<file path="src/rtl/sram_like_mem_port.sv">
// Core-side enable/stall memory port bridged onto two independent sram-like channels.
// Each channel issues one request at a time and holds returned data until the pipeline releases.

module sram_like_chan (
   input  logic        clk,
   input  logic        rst,
   input  logic        i_longest_stall,
   input  logic        i_en,
   input  logic        i_addr_ok,
   input  logic        i_data_ok,
   input  logic [31:0] i_rdata,
   output logic        o_req,
   output logic        o_stall,
   output logic [31:0] o_hold
);
   typedef enum logic [1:0] {IDLE, REQ, WAIT, DONE} state_t;

   state_t      r_state;
   state_t      w_state_next;
   logic        r_cancel;
   logic        w_cancel_next;
   logic [31:0] r_hold;

   always_ff @(posedge clk) begin
      if (rst) begin
         r_state  <= IDLE;
         r_cancel <= 1'b0;
         r_hold   <= '0;
      end else begin
         r_state  <= w_state_next;
         r_cancel <= w_cancel_next;
         if (r_state == WAIT && i_data_ok)
            r_hold <= i_rdata;
      end
   end

   always_comb begin
      w_state_next  = r_state;
      w_cancel_next = r_cancel;
      o_req         = 1'b0;
      case (r_state)
         IDLE, REQ: begin
            // IDLE with en behaves as REQ in the same cycle; req is masked while in reset
            o_req = i_en & ~rst;
            if (!i_en)
               w_state_next = IDLE;
            else if (i_addr_ok)
               w_state_next = WAIT;
            else
               w_state_next = REQ;
         end
         WAIT: begin
            if (i_data_ok) begin
               w_cancel_next = 1'b0;
               if (i_en && !r_cancel)
                  w_state_next = DONE;
               else
                  w_state_next = IDLE;
            end else if (!i_en) begin
               w_cancel_next = 1'b1;
            end
         end
         DONE: begin
            if (!i_longest_stall)
               w_state_next = IDLE;
         end
         default: w_state_next = IDLE;
      endcase
   end

   // A flushed transaction keeps the core stalled until its response drains
   assign o_stall = (i_en & (r_state != DONE)) | r_cancel;
   assign o_hold  = r_hold;
endmodule

module sram_like_mem_port (
   input  logic        clk,
   input  logic        rst,
   input  logic        longest_stall,
   input  logic        inst_en,
   input  logic [31:0] inst_addr,
   output logic [31:0] inst_rdata,
   output logic        instrStall,
   input  logic        data_en,
   input  logic [3:0]  data_wen,
   input  logic [31:0] data_addr,
   input  logic [31:0] data_wdata,
   output logic [31:0] data_rdata,
   output logic        dataStall,
   output logic        inst_req,
   output logic        inst_wr,
   output logic [1:0]  inst_size,
   output logic [31:0] inst_addr_o,
   output logic [31:0] inst_wdata,
   input  logic        inst_addr_ok,
   input  logic        inst_data_ok,
   input  logic [31:0] inst_rdata_i,
   output logic        data_req,
   output logic        data_wr,
   output logic [1:0]  data_size,
   output logic [31:0] data_addr_o,
   output logic [31:0] data_wdata_o,
   input  logic        data_addr_ok,
   input  logic        data_data_ok,
   input  logic [31:0] data_rdata_i
);
   logic [1:0]  w_en;
   logic [1:0]  w_addr_ok;
   logic [1:0]  w_data_ok;
   logic [1:0]  w_req;
   logic [1:0]  w_stall;
   logic [31:0] w_rdata_i [2];
   logic [31:0] w_hold [2];
   logic [1:0]  w_data_size;

   assign w_en         = {data_en, inst_en};
   assign w_addr_ok    = {data_addr_ok, inst_addr_ok};
   assign w_data_ok    = {data_data_ok, inst_data_ok};
   assign w_rdata_i[0] = inst_rdata_i;
   assign w_rdata_i[1] = data_rdata_i;

   // Index 0 is the fetch channel, index 1 the load/store channel
   genvar gi;
   generate
      for (gi = 0; gi < 2; gi++) begin : g_chan
         sram_like_chan u_chan (
            .clk             (clk),
            .rst             (rst),
            .i_longest_stall (longest_stall),
            .i_en            (w_en[gi]),
            .i_addr_ok       (w_addr_ok[gi]),
            .i_data_ok       (w_data_ok[gi]),
            .i_rdata         (w_rdata_i[gi]),
            .o_req           (w_req[gi]),
            .o_stall         (w_stall[gi]),
            .o_hold          (w_hold[gi])
         );
      end
   endgenerate

   // Reads fetch a full word; the core extracts bytes itself
   always_comb begin
      w_data_size = 2'd2;
      case (data_wen)
         4'b0011, 4'b1100:                   w_data_size = 2'd1;
         4'b0001, 4'b0010, 4'b0100, 4'b1000: w_data_size = 2'd0;
         default:                            w_data_size = 2'd2;
      endcase
   end

   assign inst_req     = w_req[0];
   assign instrStall   = w_stall[0];
   assign inst_rdata   = w_hold[0];
   assign inst_wr      = 1'b0;
   assign inst_size    = 2'd2;
   assign inst_addr_o  = inst_addr;
   assign inst_wdata   = '0;

   assign data_req     = w_req[1];
   assign dataStall    = w_stall[1];
   assign data_rdata   = w_hold[1];
   assign data_wr      = |data_wen;
   assign data_size    = w_data_size;
   assign data_addr_o  = data_addr;
   assign data_wdata_o = data_wdata;
endmodule

</file>
<file path="config.mk">
export PLATFORM = sky130hd
export DESIGN_NAME = sram_like_mem_port
export DESIGN_NICKNAME = d
export VERILOG_FILES = /design/src/rtl/sram_like_mem_port.sv
export SDC_FILE = /design/constraint.sdc
export NUM_CORES = 1
export LEC_CHECK = 0
export ABC_AREA = 1
export BUFFER_PORTS_ARGS = -buffer_cell sky130_fd_sc_hd__buf_2
export CELL_PAD_IN_SITES_DETAIL_PLACEMENT = 0
export CELL_PAD_IN_SITES_GLOBAL_PLACEMENT = 1
export CORE_AREA = 2 2 146 148
export CTS_CLUSTER_DIAMETER = 30
export CTS_CLUSTER_SIZE = 40
export DETAILED_ROUTE_END_ITERATION = 10
export DIE_AREA = 0 0 148 150
export PLACE_DENSITY_LB_ADDON = 0.1
export SLEW_MARGIN = 40
export SYNTH_ARGS = -nofsm -noshare
export SYNTH_HDL_FRONTEND = slang
export SYNTH_HIERARCHICAL = 1
export SYNTH_SLANG_ARGS = --single-unit
</file>
<file path="constraint.sdc">
create_clock -name clk -period 2.9 [get_ports clk]
set_input_delay 0.29 -clock clk [delete_from_list [all_inputs] [get_ports clk]]
set_output_delay 0.29 -clock clk [all_outputs]
set_load 0.02 [all_outputs]
</file>
After elaboration in Yosys (flattened, before gate mapping):

Index checks and enable logic that the tools add are counted.

* register bits: 70

* equal/unequal tests: 20
* multiplexer cells: 18
* bitwise logic cells: 7
* reductions and logical operators: 17

Operators by type and width (count)
* two-way mux 2 bit: 9
* != test 2 bit, second input constant: 6
* case mux 2 bit (3 select lines): 2
* equality test 2 bit, second input constant: 4
* equality test 4 x 2 -> 1 bit, second input constant: 2
* equality test 4 bit, second input constant: 2
* AND reduction 2 bit: 4
* OR reduction 4 bit: 2
* two-way mux 1 bit: 6
* OR reduction 2 bit: 3
* AND 1 bit: 4
* equality test 2 x 1 -> 1 bit, second input constant: 2
* equality test 4 x 1 -> 1 bit, second input constant: 1
* equality test 4 x 3 -> 1 bit, second input constant: 1
* logical AND 1 bit: 4
* logical NOT 2 bit: 2
* != test 2 x 1 -> 1 bit, second input constant: 2
* case mux 2 bit (2 select lines): 1
* logical NOT 1 bit: 2
* bitwise OR 1 bit: 2
* inverter 1 bit: 1

Depth between registers and ports, before layout:

Gate-level depths: netlist of run 1.

* depth after elaboration: 5
* depth in mapped cells: 7

Cells and area by module:

The synthesis of run 1 kept the hierarchy.

Modules (own cells, without submodules)
* sram_like_chan: instances 2, cells each 169, area an instance 1360.1 um2, sequential area each 700.7 um2
* sram_like_mem_port: instances 1, cells each 151, area an instance 1068.5 um2, sequential area each 0.0 um2

Worst setup path before layout of run 1:

Ideal clock, no wire load.

* kind: in2out
* from: input rst
* to: output data_req
* arrival time: 937 ps
* required time: 2610 ps
* setup slack: 1673 ps
* stages on the path: 2
* cell sequence: buf_2 nor3_1

* word-level cells in the longest chain between the ends: 3

RTL lines
* start, declared: RTL line 78 `input logic rst,`
* inverter 1 bit: RTL line 44 `o_req = i_en & ~rst;`
* AND 1 bit: RTL line 44
* two-way mux 1 bit: RTL line 41 `case (r_state)`
* end, declared: RTL line 98 `output logic data_req,`

No other way between the ends.

Worst setup path after layout of run 1:

* from: register g_chan[1].u_chan.r_state[1]
* to: output dataStall

* word-level cells in the longest chain between the ends: 3

RTL lines
* start, declared: RTL line 18 `state_t r_state;`
* start signal, assigned: RTL line 30 `r_state <= w_state_next;`
* != test 2 bit: RTL line 72 `assign o_stall = (i_en & (r_state != DONE)) | r_cancel;`
* AND 1 bit: RTL line 72
* bitwise OR 1 bit: RTL line 72
* end, declared: RTL line 89 `output logic dataStall,`

No other way between the ends.

==> summary.txt, run 1 <==
Routing
  – Drt total wl: 10,800 um
  – DRC: 0
  – Post-route ant nets: 0
  – DRT Pass-1 Iters: 4
  – Routed vias/inst: 3.60
  – Avg WL per Cell: 13.3 um
  – Via count: roughly 2,900
  – DRT iter0 DRCs: 112

Yosys
  – Synth warn: 6
  – Post-synth top flop: dfxtp_1
  – Post-synth EDFFs: 0
  – Cell taking the most area after synthesis: dfxtp_1
  – Area contributors post-synth: dfxtp_1, buf_4, nand2_1
  – Post-synth ARST share: 0
  – Sequential share of the synthesized area: 0.370
  – Cell with the most instances after synthesis: nand2_1
  – Synthesized cell area: 3790 um^2
  – Synth unique cells: 19
  – Post-Syn Area per Cell: 7.75 um^2
  – Post-Syn Instances: 489
  – Register bit total from synthesis: 70
  – Post-synth top cells: nand2_1, buf_4, dfxtp_1
  – Yosys top cell area share: 0.370

STA
  – Final setup margin: 1.37 ns
  – Crit path time final: 1.53 ns
  – Worst-margin pin slew: 0.608 ns
  – Setup-failing EPs final: 0
  – Hold Fails Final Rpt: 0
  – Slew Limit Fails: 0
  – Max-slew headroom at the worst pin: 0.594
  – Setup TNS: 0 ns
  – Period utilization: 0.527
  – Worst Clk Skew: about 0.0066 ns
  – Fmax: roughly 650 MHz
  – RSZ-0062 raised after global routing: no

Cells and area
  – Share of post-route cells with drive strength above 1: 0.371
  – P&R area growth vs syn: 9.45%
  – Sequential cell area: 1400 um^2
  – Ant diodes: 0
  – Finished Layout Cells: a little over 800
  – Post-layout util: 0.200
  – Fillers: 2,401
  – Area of the multi-input gates: approximately 1300 um^2
  – # nets final: 705

Clocking
  – CTS tree: done
  – Post_cts resized: 0
  – Clock latency on the worst-skew pair: approximately 0.33 ns
  – Clk root buf: clkbuf_16
  – # H-tree levels: 3
  – Clock sinks: 70
  – Postcts setup bufs: 0
  – CTS max path bufs: 2
  – Number of CTS-inserted buffers: 9
  – Cts hold-fix bufs: 0
  – CTS clk-pin slew, worst paths: roughly 0.060 ns

Setup path
  – Worst reg2reg path startpoint: g_chan[1].u_chan/r_state[0]$_SDFFE_PP0P_
  – R2r worst-path depth: 6
  – CP Capture Type: output pin
  – Worst setup path startpoint: g_chan[1].u_chan/r_state[1]$_SDFFE_PP0P_
  – CP Max Fanout: 4
  – WP data required: about 2.6 ns
  – CP startpoint kind: register
  – Crit Path Class: reg2out
  – Data arrival, critical path: ~1.2 ns

Floorplan
  – Core Rows: 53
  – Die Y: ~150 um
  – Die area: 22,200 um^2
  – Initial Util: 0.183
  – Die X: 148 um
  – Core area: around 21,000 um^2
  – I/O pins: 375

Status
  – Status: complete, no violations

Pwr
  – Pleak: about 1.9 nW
  – Sequential share of power: 0.431
  – NetSw: 0.661 mW
  – Clk pwr share: 0.433
  – Peak supply drop: ~230 uV
  – Pint: 1.70 mW
  – PD cells: 569 nW/um^2
  – Combinational power share: 0.136
  – Sw Share: 0.280
  – Final Power: 2.36 mW

Global route
  – Initial antenna violation count: 0
  – GRT overflow: 0
  – Largest net degree at the start of global routing: 39
  – Total track usage: 0.0948
  – Number of global-route vias before repair: 2,945
  – Global-route wire length before repair: ~16,000 um

Min path
  – Worst Hold Launch: data_rdata_i[2]
  – HP Class: in2reg
  – Hold Path Stages: 3

Run
  – # Max-Cap Violations: 0

Placement
  – Port Buffers: 147
  – Cell total after placement: just under 800
  – GPL Wtd Cong: 0.675
  – Pre-CTS WS: 1.48 ns
  – Post-DP HPWL: 7680 um
## flip-flops by register name (all words and copies together), names as in the netlist
register                cells
g_chan.u_chan/r_cancel      2
g_chan.u_chan/r_state       4
g_chan.u_chan/o_hold       64
## per-layer routing
metal	track usage	wire length [um]
met1	0.102	4160
met2	0.154	5120
met3	0.0311	882
met4	0.0729	589
met5	0	0
## path summary, 6_finish.rpt
path / to / slack, ns
setup / recovery: dataStall / 1.37
hold / removal: g_chan[1].u_chan/o_hold[2]$_SDFFE_PP0P_ / 0.20
setup reg to reg: g_chan[1].u_chan/o_hold[24]$_SDFFE_PP0P_ / 1.56
hold reg to reg: g_chan[0].u_chan/o_hold[1]$_SDFFE_PP0P_ / 0.46
## critical path, cell delays in order (launching register included)
cell     delay (ns)
dfxtp_1        0.41
inv_1          0.11
o21ai_0        0.17
nand2_1        0.06
buf_2          0.16
## stage by stage
stage | instance area (um^2) | hold WS [ns]
3_5_place_dp | 3880 | 0.451
3_3_place_gp | 3880 | 0.447
6_report | 4150 | 0.203
2_1_floorplan | 3910 | 0.437
4_1_cts | 4150 | 0.176
5_1_grt | 4150 | 0.191
## power by group through the flow
| stage | clock network, mW | logic, mW | registers (mW) |
|---|---|---|---|
| 6_report | 1.02 | 0.320 | 1.02 |
| 5_1_grt | 1.13 | 0.355 | 1.02 |
| 4_1_cts | 1.09 | 0.328 | 1.02 |
| 3_5_place_dp | 0 | 0.327 | 1.04 |
| 3_3_place_gp | 0 | 0.327 | 1.04 |
| 2_1_floorplan | 0 | 0.405 | 1.07 |
## cell families after synthesis
kind of cell,after synthesis,synth area share
buffers and inverters,169,0.322
AOI/OAI and AO/OA,70,0.118
DFF,70,0.370
other,2,0.00198
and+or+nand+nor,178,0.188
## placed cells by master (no fill, tap or decap), types with 2 or more instances in the layout
master	synthesis	layout
nand2_1	152	152
buf_2	2	146
dfxtp_1	70	70
a21oi_1	40	40
conb_1	2	35
a21oi_2	26	26
inv_1	16	16
nor2_1	10	10
clkbuf_16	0	9
nand2_2	4	4
o21ai_0	4	4
nand3_1	4	4
buf_4	131	3
nor2_2	2	2
clkbuf_1	6	2
nor3_1	2	2
nor2_4	2	2
inv_2	2	2
nor3b_1	2	2
## layout make-up
class | count | share of cell area
clock buffers | 12 | 0.0594
clock inverters | 3 | 0.00513
repair buffers | 150 | 0.186
inverters | 18 | 0.0163
multi-input cells | 283 | 0.312
flip-flops and latches | 70 | 0.338
well taps | 275 | 0.0830
Power figures use the tool's default switching activity.
==> run 2, diff against run 1 <==
--- a/config.mk
+++ b/config.mk
@@ -5,15 +5,15 @@
 export SDC_FILE = /design/constraint.sdc
 export NUM_CORES = 1
 export LEC_CHECK = 0
-export ABC_AREA = 1
+export ABC_AREA = 0
 export BUFFER_PORTS_ARGS = -buffer_cell sky130_fd_sc_hd__buf_2
 export CELL_PAD_IN_SITES_DETAIL_PLACEMENT = 0
 export CELL_PAD_IN_SITES_GLOBAL_PLACEMENT = 1
-export CORE_AREA = 2 2 146 148
+export CORE_AREA = 2 2 147 149
 export CTS_CLUSTER_DIAMETER = 30
 export CTS_CLUSTER_SIZE = 40
 export DETAILED_ROUTE_END_ITERATION = 10
-export DIE_AREA = 0 0 148 150
+export DIE_AREA = 0 0 149 151
 export PLACE_DENSITY_LB_ADDON = 0.1
 export SLEW_MARGIN = 40
 export SYNTH_ARGS = -nofsm -noshare
==> constraint.sdc (replaced) <==
create_clock -name clk -period 1.6 [get_ports clk]
set_input_delay 0.16 -clock clk [delete_from_list [all_inputs] [get_ports clk]]
set_output_delay 0.16 -clock clk [all_outputs]
set_load 0.02 [all_outputs]
==> run 2 against run 1 <==
Compared with the run above:
- core utilization grew 0.73 points
- via count shrank 2.8%
- global-route usage shrank 0.59 points
- register-to-register slack lost 1.2 ns
- wire length shrank 6.5%
- total power grew 90%
==> summary.txt, run 2 <==
Yosys
  – Yosys top cell area share: 0.360 (-0.0101)
  – Post-Syn Instances: 459 (-6.1%)
  – Cell with the most instances after synthesis: buf_4
  – Post-synth EDFFs: 0 (unchanged)
  – Post-synth top cells: buf_4, nand2_1, dfxtp_1
  – Post-synth ARST share: 0 (unchanged)
  – Synth unique cells: 24 (+5)
  – Cell taking the most area after synthesis: dfxtp_1
  – Synthesized cell area: 3890 um^2 (+2.8%)
  – Sequential share of the synthesized area: 0.360 (-0.0101)
  – Register bit total from synthesis: 70 (unchanged)
  – Area contributors post-synth: dfxtp_1, buf_4, a21oi_2
  – Post-Syn Area per Cell: 8.49 um^2 (+9.5%)
  – Synth warn: 6 (unchanged)
  – Post-synth top flop: dfxtp_1

Placement
  – Post-DP HPWL: 7260 um (-5.5%)
  – Port Buffers: 147 (unchanged)
  – Dpl cell area: 4020 um^2 (+3.7%)
  – GPL Wtd Cong: 0.667 (-1.1%)
  – Pre-CTS WS: 0.355 ns (-1.12 ns)

Floorplan
  – Die area: 22,500 um^2 (+1.3%)
  – I/O pins: 375 (unchanged)
  – Die X: 149 um (+0.68%)
  – Initial Util: 0.187 (+0.00394)
  – Core Rows: 53 (unchanged)
  – Core area: 20,800 um^2 (+0.64%)
  – Die Y: 151 um (+0.67%)

Clocking
  – CTS tree: done
  – Clock sinks: 70 (unchanged)
  – Post_cts resized: 0 (unchanged)
  – Clock latency on the worst-skew pair: 0.34 ns (about the same)
  – # H-tree levels: 3 (unchanged)
  – Clk root buf: clkbuf_16
  – Cts hold-fix bufs: 0 (unchanged)
  – Postcts setup bufs: 0 (unchanged)
  – CTS clk-pin slew, worst paths: 0.06 ns (about the same)
  – Number of CTS-inserted buffers: 9 (unchanged)
  – CTS max path bufs: 2 (unchanged)

Routing
  – DRC: 0 (unchanged)
  – DRT iter0 DRCs: 84 (-25%)
  – Met1 wire length: 4100 um (-1.5%)
  – Drt total wl: 10,100 um (-6.5%)
  – Routed length on met3: 1070 um (+21%)
  – Routed vias/inst: 3.61 (+0.44%)
  – Uppermost layer routed: met4
  – Via count: 2,837 (-2.8%)
  – Avg WL per Cell: 12.8 um (-3.4%)
  – Post-route ant nets: 0 (unchanged)
  – DRT Pass-1 Iters: 4 (unchanged)
  – Total length of routed met2 wires: 4520 um (-12%)

Setup path
  – Reg2reg setup slack: 0.36 ns (-1.20 ns)
  – CP startpoint kind: register
  – CP Max Fanout: 8 (+4)
  – Critical Path, Cell by Cell: nand2_1, a21o_1, buf_2
  – Critical Path Max Stage Delay: 0.45 ns (+0.04 ns)
  – CP top delay family: flip-flops
  – Data arrival, critical path: 1.23 ns (about the same)
  – Slowest cell on the critical path: dfxtp_1
  – Worst Path Buf+Inv: 1 (-1)
  – WP data required: 1.44 ns (-1.17 ns)
  – CP Capture Type: output pin
  – Crit Path Class: reg2out

Global route
  – Number of global-route vias before repair: 2,814 (-4.4%)
  – GRT overflow: 0 (unchanged)
  – Initial antenna violation count: 0 (unchanged)
  – Total track usage: 0.0889 (-0.00591)
  – Largest net degree at the start of global routing: 31 (-21%)
  – Global-route wire length before repair: 15,200 um (-6.0%)

Pwr
  – Pleak: 1.83 nW (-2.1%)
  – Pint: 3.29 mW (+94%)
  – Clk pwr share: 0.459 (+0.026)
  – Sw Share: 0.266 (-0.0138)
  – NetSw: 1.19 mW (+81%)
  – Peak supply drop: 382 uV (+65%)
  – Sequential share of power: 0.410 (-0.021)
  – Final Power: 4.48 mW (+90%)
  – PD cells: 1040 nW/um^2 (+82%)
  – Combinational power share: 0.130 (-0.006)

STA
  – Fmax: 719 MHz
  – Period utilization: 0.869
  – Setup TNS: 0 ns (unchanged)
  – Final setup margin: 0.209 ns (-1.16 ns)
  – Setup-failing EPs final: 0 (unchanged)
  – RSZ-0062 raised after global routing: no
  – Worst Clk Skew: 0.00666 ns (+0.0000239 ns)
  – Crit path time final: 1.39 ns
  – Slew Limit Fails: 0 (unchanged)
  – Hold Fails Final Rpt: 0 (unchanged)

Cells and area
  – Share of post-route cells with drive strength above 1: 0.490 (+0.119)
  – Ant diodes: 0 (unchanged)
  – Most frequent cells in the layout: buf_2, nand2_1, dfxtp_1, a21oi_2, conb_1
  – Design area: 4320 um^2 (+4.3%)
  – Max reg flops: 64 (unchanged)
  – Commonest non-fill, non-tap cell in the layout: buf_2
  – # nets final: 678 (-3.8%)
  – P&R area growth vs syn: 11.0%
  – Post-layout util: 0.208 (+0.00726)

Run
  – # Max-Cap Violations: 0 (unchanged)

Status
  – Status: complete, no violations

Min path
  – HP Class: in2reg
[run 2: changes by cell type in the layout (fill, tap and decap cells not counted), moves of 4 or more]
cell and delta:
nand3_1 -4, a21oi_2 +32, buf_4 +6, inv_1 -16
a21oi_1 -30, nand2_1 -37, o21ai_0 -4, nand2_2 +14
[run 2: logic make-up after synthesis]
family | Yosys count | synth area share
AOI/OAI and AO/OA | 73 | 0.154
xor gates and xnor gates | 1 | 0.00225
and+or+nand+nor | 158 | 0.180
DFF | 70 | 0.360
other | 2 | 0.00193
buffers and inverters | 155 | 0.303
[run 2: stage by stage]
| step | cells | hold slack, ns |
|---|---|---|
| final | 785 | 0.0540 |
| after global routing | 785 | 0.0407 |
| after CTS | 785 | 0.0332 |
| after detailed placement | 769 | 0.320 |
| after global placement | 769 | 0.320 |
| after floorplan | 492 | 0.287 |
[run 2: worst paths after layout]
kind | from | endpoint | cells past startpoint
setup / recovery | g_chan[0].u_chan/r_state[1]$_SDFFE_PP0P_ | instrStall | 3
hold / removal | inst_rdata_i[8] | g_chan[0].u_chan/o_hold[8]$_SDFFE_PP0P_ | 3
setup reg to reg | g_chan[1].u_chan/r_state[1]$_SDFFE_PP0P_ | g_chan[1].u_chan/o_hold[24]$_SDFFE_PP0P_ | 4
hold reg to reg | g_chan[0].u_chan/o_hold[10]$_SDFFE_PP0P_ | g_chan[0].u_chan/o_hold[10]$_SDFFE_PP0P_ | 2
[run 2: area by class of cell]
| class | instances | area (um^2) |
|---|---|---|
| flip-flops and latches | 70 | 1400 |
| clock buffers | 12 | 256 |
| repair buffers | 157 | 838 |
| well taps | 275 | 344 |
| clock inverters | 4 | 45.0 |
| fillers | 2369 | 16500 |
| multi-input cells | 267 | 1440 |
[run 2: worst min-delay path, cell delays in order]
cell and delay, ns:
buf_2 0.10, nand2_2 0.05, a21oi_2 0.04
[run 2: metal layers]
| metal | up-vias | global-route usage |
|---|---|---|
| met5 | - | 0 |
| met4 | 0 | 0.0557 |
| met3 | 41 | 0.0398 |
| met2 | 139 | 0.135 |
| met1 | 1273 | 0.102 |
| li1 | 1384 | - |
[run 2: power groups by stage]
stage	logic, mW	registers [mW]	clock network, mW
CTS	0.596	1.84	2.18
global route	0.643	1.85	2.26
finish	0.584	1.84	2.06
detailed placement	0.595	1.88	0
floorplan	0.742	1.93	0
global placement	0.595	1.88	0
